<file path="src/rtl/pwm_3lmod_pkg.sv">
// rtl/pwm_3lmod_pkg.sv - shared level and state types for the three-level modulator
package pwm_3lmod_pkg;

  typedef enum logic [1:0] {
    V_N = 2'b00,
    V_O = 2'b01,
    V_P = 2'b10
  } vlev_t;

  typedef enum logic [1:0] {
    LEV_N,
    LEV_O,
    LEV_P,
    DWELL
  } modstate_t;

  function automatic modstate_t level_state(input vlev_t lev);
    case (lev)
      V_P:     return LEV_P;
      V_N:     return LEV_N;
      default: return LEV_O;
    endcase
  endfunction

endpackage

</file>
<file path="src/rtl/pwm_3lmod_carrier_updown.sv">
// rtl/pwm_3lmod_carrier_updown.sv - symmetric up/down carrier with valley sync and update strobe
module pwm_3lmod_carrier_updown #(
  parameter int CNT_WIDTH = 16
) (
  input  logic                 clk,
  input  logic                 rst,
  input  logic                 en,
  input  logic                 upd_peak,
  input  logic [CNT_WIDTH-1:0] period,
  output logic [CNT_WIDTH-1:0] cnt,
  output logic                 dir,
  output logic                 sync,
  output logic                 run,
  output logic                 upd
);

  localparam logic [CNT_WIDTH-1:0] ONE = CNT_WIDTH'(1);

  assign run  = en && (period != '0);
  assign sync = run && (cnt == '0);
  assign upd  = (cnt == '0) || (upd_peak && dir && (cnt == period));

  always_ff @(posedge clk or negedge rst) begin
    if (!rst) begin
      cnt <= '0;
      dir <= 1'b1;
    end else if (!run) begin
      cnt <= '0;
      dir <= 1'b1;
    end else if (dir) begin
      if (cnt >= period) begin
        // a period of 1 turns straight back into the valley
        cnt <= cnt - ONE;
        dir <= (cnt == ONE);
      end else begin
        cnt <= cnt + ONE;
      end
    end else begin
      if (cnt <= ONE) begin
        cnt <= '0;
        dir <= 1'b1;
      end else if (cnt > period) begin
        cnt <= period;
      end else begin
        cnt <= cnt - ONE;
      end
    end
  end

endmodule

</file>
<file path="src/rtl/pwm_3lmod.sv">
// rtl/pwm_3lmod.sv - carrier-based three-level modulator with zero-dwell on sign change
module pwm_3lmod
  import pwm_3lmod_pkg::*;
#(
  parameter int CNT_WIDTH = 16,
  parameter int TD_WIDTH  = 16
) (
  input  logic                 clk,
  input  logic                 rst,
  input  logic                 en,
  input  logic [CNT_WIDTH-1:0] period,
  input  logic [CNT_WIDTH:0]   mref,
  input  logic                 mref_wr,
  input  logic                 upd_peak,
  input  logic [TD_WIDTH-1:0]  t_zmin,
  output logic [1:0]           v_lev,
  output logic [CNT_WIDTH-1:0] cnt_out,
  output logic                 dir,
  output logic                 sync,
  output logic                 dwell
);

  localparam logic [TD_WIDTH-1:0] TD_ONE = TD_WIDTH'(1);

  logic [CNT_WIDTH-1:0] sh_period, act_period;
  logic [CNT_WIDTH:0]   sh_mref, act_mref;
  logic                 run, upd;

  always_ff @(posedge clk or negedge rst) begin
    if (!rst) begin
      sh_period  <= '0;
      sh_mref    <= '0;
      act_period <= '0;
      act_mref   <= '0;
    end else begin
      if (mref_wr) begin
        sh_period <= period;
        sh_mref   <= mref;
      end
      // a write landing on the update cycle bypasses the shadow
      if (upd) begin
        act_period <= mref_wr ? period : sh_period;
        act_mref   <= mref_wr ? mref : sh_mref;
      end
    end
  end

  pwm_3lmod_carrier_updown #(.CNT_WIDTH(CNT_WIDTH)) u_carrier (
    .clk      (clk),
    .rst      (rst),
    .en       (en),
    .upd_peak (upd_peak),
    .period   (act_period),
    .cnt      (cnt_out),
    .dir      (dir),
    .sync     (sync),
    .run      (run),
    .upd      (upd)
  );

  logic [CNT_WIDTH:0]   mref_abs;
  logic [CNT_WIDTH-1:0] mag;
  vlev_t                des;

  // unsigned view of the negation keeps the most-negative reference exact
  assign mref_abs = act_mref[CNT_WIDTH] ? -act_mref : act_mref;
  assign mag      = (mref_abs > {1'b0, act_period}) ? act_period : mref_abs[CNT_WIDTH-1:0];

  always_comb begin
    des = V_O;
    if (run && (mag > cnt_out)) des = act_mref[CNT_WIDTH] ? V_N : V_P;
  end

  modstate_t             state, state_nxt;
  logic [TD_WIDTH-1:0]   timer, timer_nxt, dwell_load;

  assign dwell_load = (t_zmin == '0) ? TD_ONE : t_zmin;

  always_ff @(posedge clk or negedge rst) begin
    if (!rst) begin
      state <= LEV_O;
      timer <= '0;
    end else begin
      state <= state_nxt;
      timer <= timer_nxt;
    end
  end

  always_comb begin
    state_nxt = state;
    timer_nxt = timer;
    if (!run) begin
      state_nxt = LEV_O;
      timer_nxt = '0;
    end else begin
      case (state)
        LEV_O: state_nxt = level_state(des);
        LEV_P: begin
          if (des == V_O) state_nxt = LEV_O;
          else if (des == V_N) begin
            state_nxt = DWELL;
            timer_nxt = dwell_load;
          end
        end
        LEV_N: begin
          if (des == V_O) state_nxt = LEV_O;
          else if (des == V_P) begin
            state_nxt = DWELL;
            timer_nxt = dwell_load;
          end
        end
        DWELL: begin
          if (timer <= TD_ONE) begin
            state_nxt = level_state(des);
            timer_nxt = '0;
          end else begin
            timer_nxt = timer - TD_ONE;
          end
        end
        default: state_nxt = LEV_O;
      endcase
    end
  end

  assign v_lev = (state == LEV_P) ? V_P : (state == LEV_N) ? V_N : V_O;
  assign dwell = (state == DWELL);

endmodule
</file>
<file path="config.mk">
export PLATFORM = sky130hd
export DESIGN_NAME = pwm_3lmod
export DESIGN_NICKNAME = d
export VERILOG_FILES = /design/src/rtl/pwm_3lmod_pkg.sv /design/src/rtl/pwm_3lmod_carrier_updown.sv /design/src/rtl/pwm_3lmod.sv
export SDC_FILE = /design/constraint.sdc
export NUM_CORES = 1
export LEC_CHECK = 0
export CORE_ASPECT_RATIO = 1.2
export CORE_UTILIZATION = 45
export CTS_BUF_LIST = sky130_fd_sc_hd__clkbuf_4
export DETAILED_ROUTE_END_ITERATION = 10
export PLACE_DENSITY = 0.68
export SYNTH_ARGS = -nofsm -noshare
export SYNTH_HDL_FRONTEND = slang
export SYNTH_SLANG_ARGS = --single-unit
</file>
<file path="constraint.sdc">
create_clock -name clk -period 5.2 [get_ports clk]
set_clock_uncertainty 0.2 [all_clocks]
set_input_delay 0.78 -clock clk [delete_from_list [all_inputs] [get_ports clk]]
set_output_delay 0.78 -clock clk [all_outputs]
set_load 0.1 [all_outputs]
</file>
==> metrics.csv, run 1 <==
stage,metric,value,unit
outcome,outcome,finished with violations,
outcome,failing checks,setup timing,
job,Max Cap Viol,0,
layout,# fillers,1350,
worst_setup_path,Crit Path Class,register to register,
logic_synthesis,simple-gate area share of the yosys netlist,15.41,%
logic_synthesis,Netlist cell types,73,
logic_synthesis,asr flop ratio synth,100.0,%
sta,Setup WS post-layout,-339.8,ps
sta,Final Hold Viols,0,
route,routed len/inst,20.17,um
sta,RSZ-0062 raised after global routing,yes,
route,1st-pass router iterations,6,
floorplan,Die Y,140.2,um
sta,Final min period,5540,ps
clocking,Skew-Pair Late Insertion Delay,510,ps
logic_synthesis,dominant cell type by area after synthesis,dfrtp_1,
global_routing,largest net degree at the start of global routing,57,
placement,Inst Count DP,1026,
sta,fin. max-slew vios,0,
placement,PortBufs,74,
logic_synthesis,"FF+latch count, synth",101,
logic_synthesis,synth cell count leaders,"dfrtp_1, ha_1, mux2_2, o21ai_0, inv_1",
worst_setup_path,Reg2Reg Launch Point,act_mref[6],
clocking,"CTS clk-pin slew, worst paths",200,ps
clocking,CTS Root Cell,clkbuf_4,
logic_synthesis,Mapped Cells,730,
sta,worst slew pin tran,1184,ps
logic_synthesis,Yosys top cell area share,34.60,%
sta,Fmax,180.5,MHz
layout,Finished Cell Area,9011,um2
worst_setup_path,Worst setup EP type,register,
worst_hold_path,Hold Crit Class,primary input to asynchronous set/reset pin,
route,via/cell ratio,5.997,
sta,Tcrit/Tclk final,106.5,%
sta,Slew HR,20.82,%
floorplan,Core Box Area,15580,um2
placement,routability cong.,0.9127,
layout,P&R area growth vs syn,25.84,%
worst_setup_path,flop2flop setup slack,-340,ps
clocking,CTS buffer count,9,
global_routing,total gr overflow,0,
worst_setup_path,Worst Path Max Fanout,8,
layout,share of cells above drive strength 1,25.47,%
worst_setup_path,r2r endpoint,timer[15],
placement,hpwl dp,15640,um
route,Routed Wire Length,21240,um
layout,fin util,57.85,%
layout,Nets,948,
placement,area post-placement,8454,um2
worst_setup_path,crit path DAT,5760,ps
logic_synthesis,post-synthesis cell area,7161,um2
floorplan,# IOs,75,
worst_setup_path,Required @ worst endpoint,5420,ps
logic_synthesis,top-count cell post-synth,dfrtp_1,
floorplan,Cell Rows,50,
sta,final setup fails,16,
worst_setup_path,reg2reg path depth,24,
floorplan,Die X,117.2,um
logic_synthesis,Synth Area per Inst,9.809,um2
logic_synthesis,sequential fraction of the synthesis area,35.33,%
clocking,Hold Buf Count CTS,0,
sta,TNS Setup,-4753,ps
route,Remaining DRCs,0,
layout,fin cells,1053,
clocking,clock sinks,101,
global_routing,initial antenna violation count,1,
global_routing,vias in the first global route,6339,
logic_synthesis,Synth Area in Compound Gates,15.88,%
logic_synthesis,Post-synth top flop,dfrtp_1,
logic_synthesis,yosys warns,0,
floorplan,Initial Utilization,45.97,%
route,vias post-DR,6315,
global_routing,first-pass GRT wire length,33380,um
clocking,H-tree levels,3,
global_routing,GRT Overall Usage,26.74,%
route,DRT antenna net count,0,
logic_synthesis,ranking of synthesized cells by area,"dfrtp_1, ha_1, mux2_2",
floorplan,Die ar.,16420,um2
logic_synthesis,XOR/XNOR Fraction of Synth Area,4.036,%
logic_synthesis,Post-synth EDFFs,0,
logic_synthesis,Adder-Cell Fraction of Synth Area,9.610,%
logic_synthesis,largest family of logic cells by synthesized area,compound AO/OA/AOI/OAI gates,
clocking,CTS tree,done,
worst_setup_path,CP Launch Type,register,
logic_synthesis,Mapped Nets,839,
route,1st-iter DRT viols,541,
logic_synthesis,mux cell area share after synthesis,14.73,%
clocking,clk buf depth,2,
## sequential cells by signal, summed over array words and instances (netlist names)
name,cells
act_mref,17
sh_mref,17
act_period,16
sh_period,16
timer,16
u_carrier.cnt,16
state,2
u_carrier.dir,1
## worst max path at each step
| stage | startpoint | end | slack, ps | depth (start not counted) |
|---|---|---|---|---|
| global route | act_mref[6] | timer[10] | -600 | 23 |
| floorplan | act_mref[6] | timer[10] | -130 | 22 |
| detailed placement | act_mref[6] | timer[10] | -380 | 22 |
| CTS | act_mref[6] | timer[10] | -270 | 22 |
| global placement | act_mref[6] | timer[10] | -240 | 22 |
| finish | act_mref[6] | timer[15] | -340 | 24 |
## cell type report
cell class / count / area (um2) / area share (%)
tap: 208 / 260.3 / 2.888
clock buffer: 9 / 67.56 / 0.7498
timing repair buffer: 129 / 1199 / 13.30
antenna: 1 / 2.502 / 0.02777
sequential: 101 / 2530 / 28.08
inverter: 46 / 172.7 / 1.916
clock inverter: 7 / 121.4 / 1.347
multi-input combinational: 552 / 4658 / 51.69
## stage by stage
step | hold WS [ps] | setup WS [ps]
after floorplan | 264.4 | -129.4
after global placement | 279.9 | -244.2
after detailed placement | 288.7 | -383.4
after CTS | 47.86 | -267.5
after global routing | 95.05 | -600.0
final | 55.25 | -339.8
## logic make-up (layout without fill, tap and decap cells)
family,count (synthesis),in the layout
DFF,101,101
AOI/OAI and AO/OA,175,175
buffers and inverters,77,191
adders and majority gates,55,55
xor gates and xnor gates,33,33
muxes,84,84
and+or+nand+nor,205,205
other,0,1
## cell usage in the layout, fill, tap and decap left out, types with 22 or more instances in the layout
master,netlist,layout
a21oi_1,43,40
nand2_1,42,40
mux2_2,50,38
inv_1,44,44
nor2_1,36,33
ha_1,55,42
clkdlybuf4s50_1,0,72
dfrtp_1,99,99
mux2_4,30,43
buf_4,0,52
xnor2_1,29,28
nand3_1,22,22
o21ai_0,49,29
## worst max-delay path, cell delays in order, from the launching register on
cell and delay, ps:
dfrtp_1 400, or4_4 550, nor2_2 120, nand2_1 70, or3_4 400, o31ai_4 230
xnor2_2 120, ha_1 310, nand2_1 80, nor2_2 40, buf_4 120, o31ai_1 70
a21oi_2 100, nor2_2 180, buf_6 190, mux2_2 340, ha_1 280, nand4_1 130
buf_4 170, a2111o_1 490, a311oi_4 340, nor4_4 80, buf_4 180, clkbuf_16 160
o21ai_2 140
## per-layer routing
metal | vias to the layer above | wire length, um | track usage, %
met1 | 3082 | 8778 | 33.90
li1 | 2948 | - | -
met2 | 230 | 10560 | 44.09
met4 | 0 | 973 | 14.26
met3 | 55 | 922 | 3.072
met5 | - | 0 | 0
## what timing repair did
| action | 4_1_cts | 5_1_grt |
|---|---|---|
| setup endpoints to repair | 16 | 18 |
| pin swaps | 8 | 3 |
| endpoints found under the hold margin | 0 | 0 |
| buffers inserted | 5 | 3 |
| resized for setup | 33 | 20 |
| gates cloned | 0 | 2 |
Power of run 1 is left out: the tool's default activity adds up to more than one toggle a clock period on the data nets, which glitch-free logic cannot reach.
==> run 2: changes to the inputs <==
SKIP_CTS_REPAIR_TIMING = 1   (was default)
==> metrics.csv, run 2 (synthesis results as in run 1) <==
stage,metric,value,unit
route,via/cell ratio,6.042,
worst_setup_path,Worst Setup SP,act_mref[3],
worst_setup_path,Worst setup EP type,register,
sta,final setup fails,16,
route,1st-iter DRT viols,622,
global_routing,GRT Overall Usage,26.23,%
worst_setup_path,Crit Path Class,register to register,
route,vias post-DR,6338,
sta,Fmax,178.9,MHz
clocking,clk buf depth,2,
global_routing,initial antenna violation count,1,
sta,fin. max-slew vios,0,
floorplan,Core Box Area,15580,um2
floorplan,Die X,117.2,um
clocking,CTS tree,done,
layout,fin cells,1049,
worst_setup_path,Worst path most repeated cell,nor2_2,
worst_setup_path,Required @ worst endpoint,5430,ps
layout,most frequent cells in the layout,"dfrtp_1, clkdlybuf4s50_1, buf_4",
route,met3 WL,1034,um
route,top sig layer,met4,
route,1st-pass router iterations,5,
layout,share of cells above drive strength 1,24.17,%
route,Routed Wire Length,21170,um
outcome,failing checks,setup timing,
route,DRT antenna net count,0,
placement,area post-placement,8454,um2
worst_setup_path,CP top delay family,simple AND/OR/NAND/NOR gates,
floorplan,Cell Rows,50,
layout,P&R area growth vs syn,24.69,%
layout,Finished Cell Area,8929,um2
placement,Inst Count DP,1026,
sta,RSZ-0062 raised after global routing,yes,
layout,Largest regs,"act_mref: 17 flops, sh_mref: 17 flops",
worst_setup_path,Worst path slowest cell,or4_4,
worst_hold_path,Hold Crit Class,primary input to asynchronous set/reset pin,
job,Max Cap Viol,0,
clocking,H-tree levels,3,
sta,Slew HR,21.45,%
clocking,"CTS clk-pin slew, worst paths",190,ps
worst_setup_path,crit path DAT,5820,ps
placement,PortBufs,74,
worst_setup_path,max incr delay on CP,550,ps
layout,# fillers,1343,
floorplan,Die ar.,16420,um2
worst_setup_path,CP Launch Type,register,
worst_setup_path,Reg2Reg Launch Point,act_mref[3],
route,routed len/inst,20.18,um
route,Met1 Routed Length,8644,um
floorplan,# IOs,75,
sta,Setup WS post-layout,-391.0,ps
outcome,outcome,finished with violations,
route,Met2 Routed Length,10580,um
clocking,clock sinks,101,
sta,worst slew pin tran,1175,ps
placement,hpwl dp,15640,um
floorplan,Initial Utilization,45.97,%
placement,routability cong.,0.9127,
worst_setup_path,Worst Path Max Fanout,8,
worst_setup_path,WP buf/inv,4,
floorplan,Die Y,140.2,um
global_routing,vias in the first global route,6298,
layout,Nets,944,
global_routing,first-pass GRT wire length,32780,um
clocking,CTS Root Cell,clkbuf_4,
sta,Final Hold Viols,0,
sta,Tcrit/Tclk final,107.5,%
route,Remaining DRCs,0,
global_routing,largest net degree at the start of global routing,57,
clocking,Skew-Pair Late Insertion Delay,520,ps
sta,Final min period,5591,ps
layout,"commonest non-fill, non-tap cell in the layout",dfrtp_1,
clocking,CTS buffer count,9,
global_routing,total gr overflow,0,
run 2: cell types whose count changed in the layout (fill, tap and decap cells not counted), moves of 2 or more:
cell,previous run,this run
a211oi_2,0,2
buf_4,52,47
ha_1,42,45
ha_4,13,10
mux2_2,38,40
mux2_4,43,41
nand2_2,3,1
o21ai_0,29,33
o21ai_2,11,8
run 2: routing by layer:
| metal | up-vias | GRT usage (%) |
|---|---|---|
| met5 | - | 0 |
| met4 | 0 | 14.86 |
| met3 | 52 | 3.635 |
| met2 | 256 | 42.29 |
| met1 | 3100 | 33.34 |
| li1 | 2930 | - |
run 2: through the flow:
| step | util (%) | setup slack, ps | hold slack [ps] | TNS [ps] |
|---|---|---|---|---|
| after floorplan | - | -129.4 | 264.4 | -944.9 |
| after global placement | 54.27 | -244.2 | 279.9 | -3190 |
| after detailed placement | 54.27 | -383.4 | 288.7 | -5059 |
| after CTS | 55.49 | -395.0 | 47.86 | -5469 |
| after global routing | 57.32 | -650.7 | 93.87 | -9770 |
| final | 57.32 | -391.0 | 50.23 | -5550 |
run 2: path summary, 6_finish.rpt:
kind | slack [ps] | to | cells past startpoint
max | -390 | timer[5] | 26
min | 50 | u_carrier.cnt[6] | 1
max reg2reg | -390 | timer[5] | 26
min in group clk | 320 | sh_mref[8] | 1
min reg2reg | 320 | sh_mref[8] | 1
max in group asynchronous | 3620 | sh_mref[14] | 2
run 2: cell type report:
class | count | area (um2) | area share (%)
multi-input combinational | 552 | 4588 | 51.39
inverter | 46 | 172.7 | 1.934
clock inverter | 7 | 121.4 | 1.359
sequential | 101 | 2530 | 28.34
timing repair buffer | 125 | 1186 | 13.28
clock buffer | 9 | 67.56 | 0.7567
antenna | 1 | 2.502 | 0.02803
tap | 208 | 260.3 | 2.915
Power of run 2 is left out for the same reason.
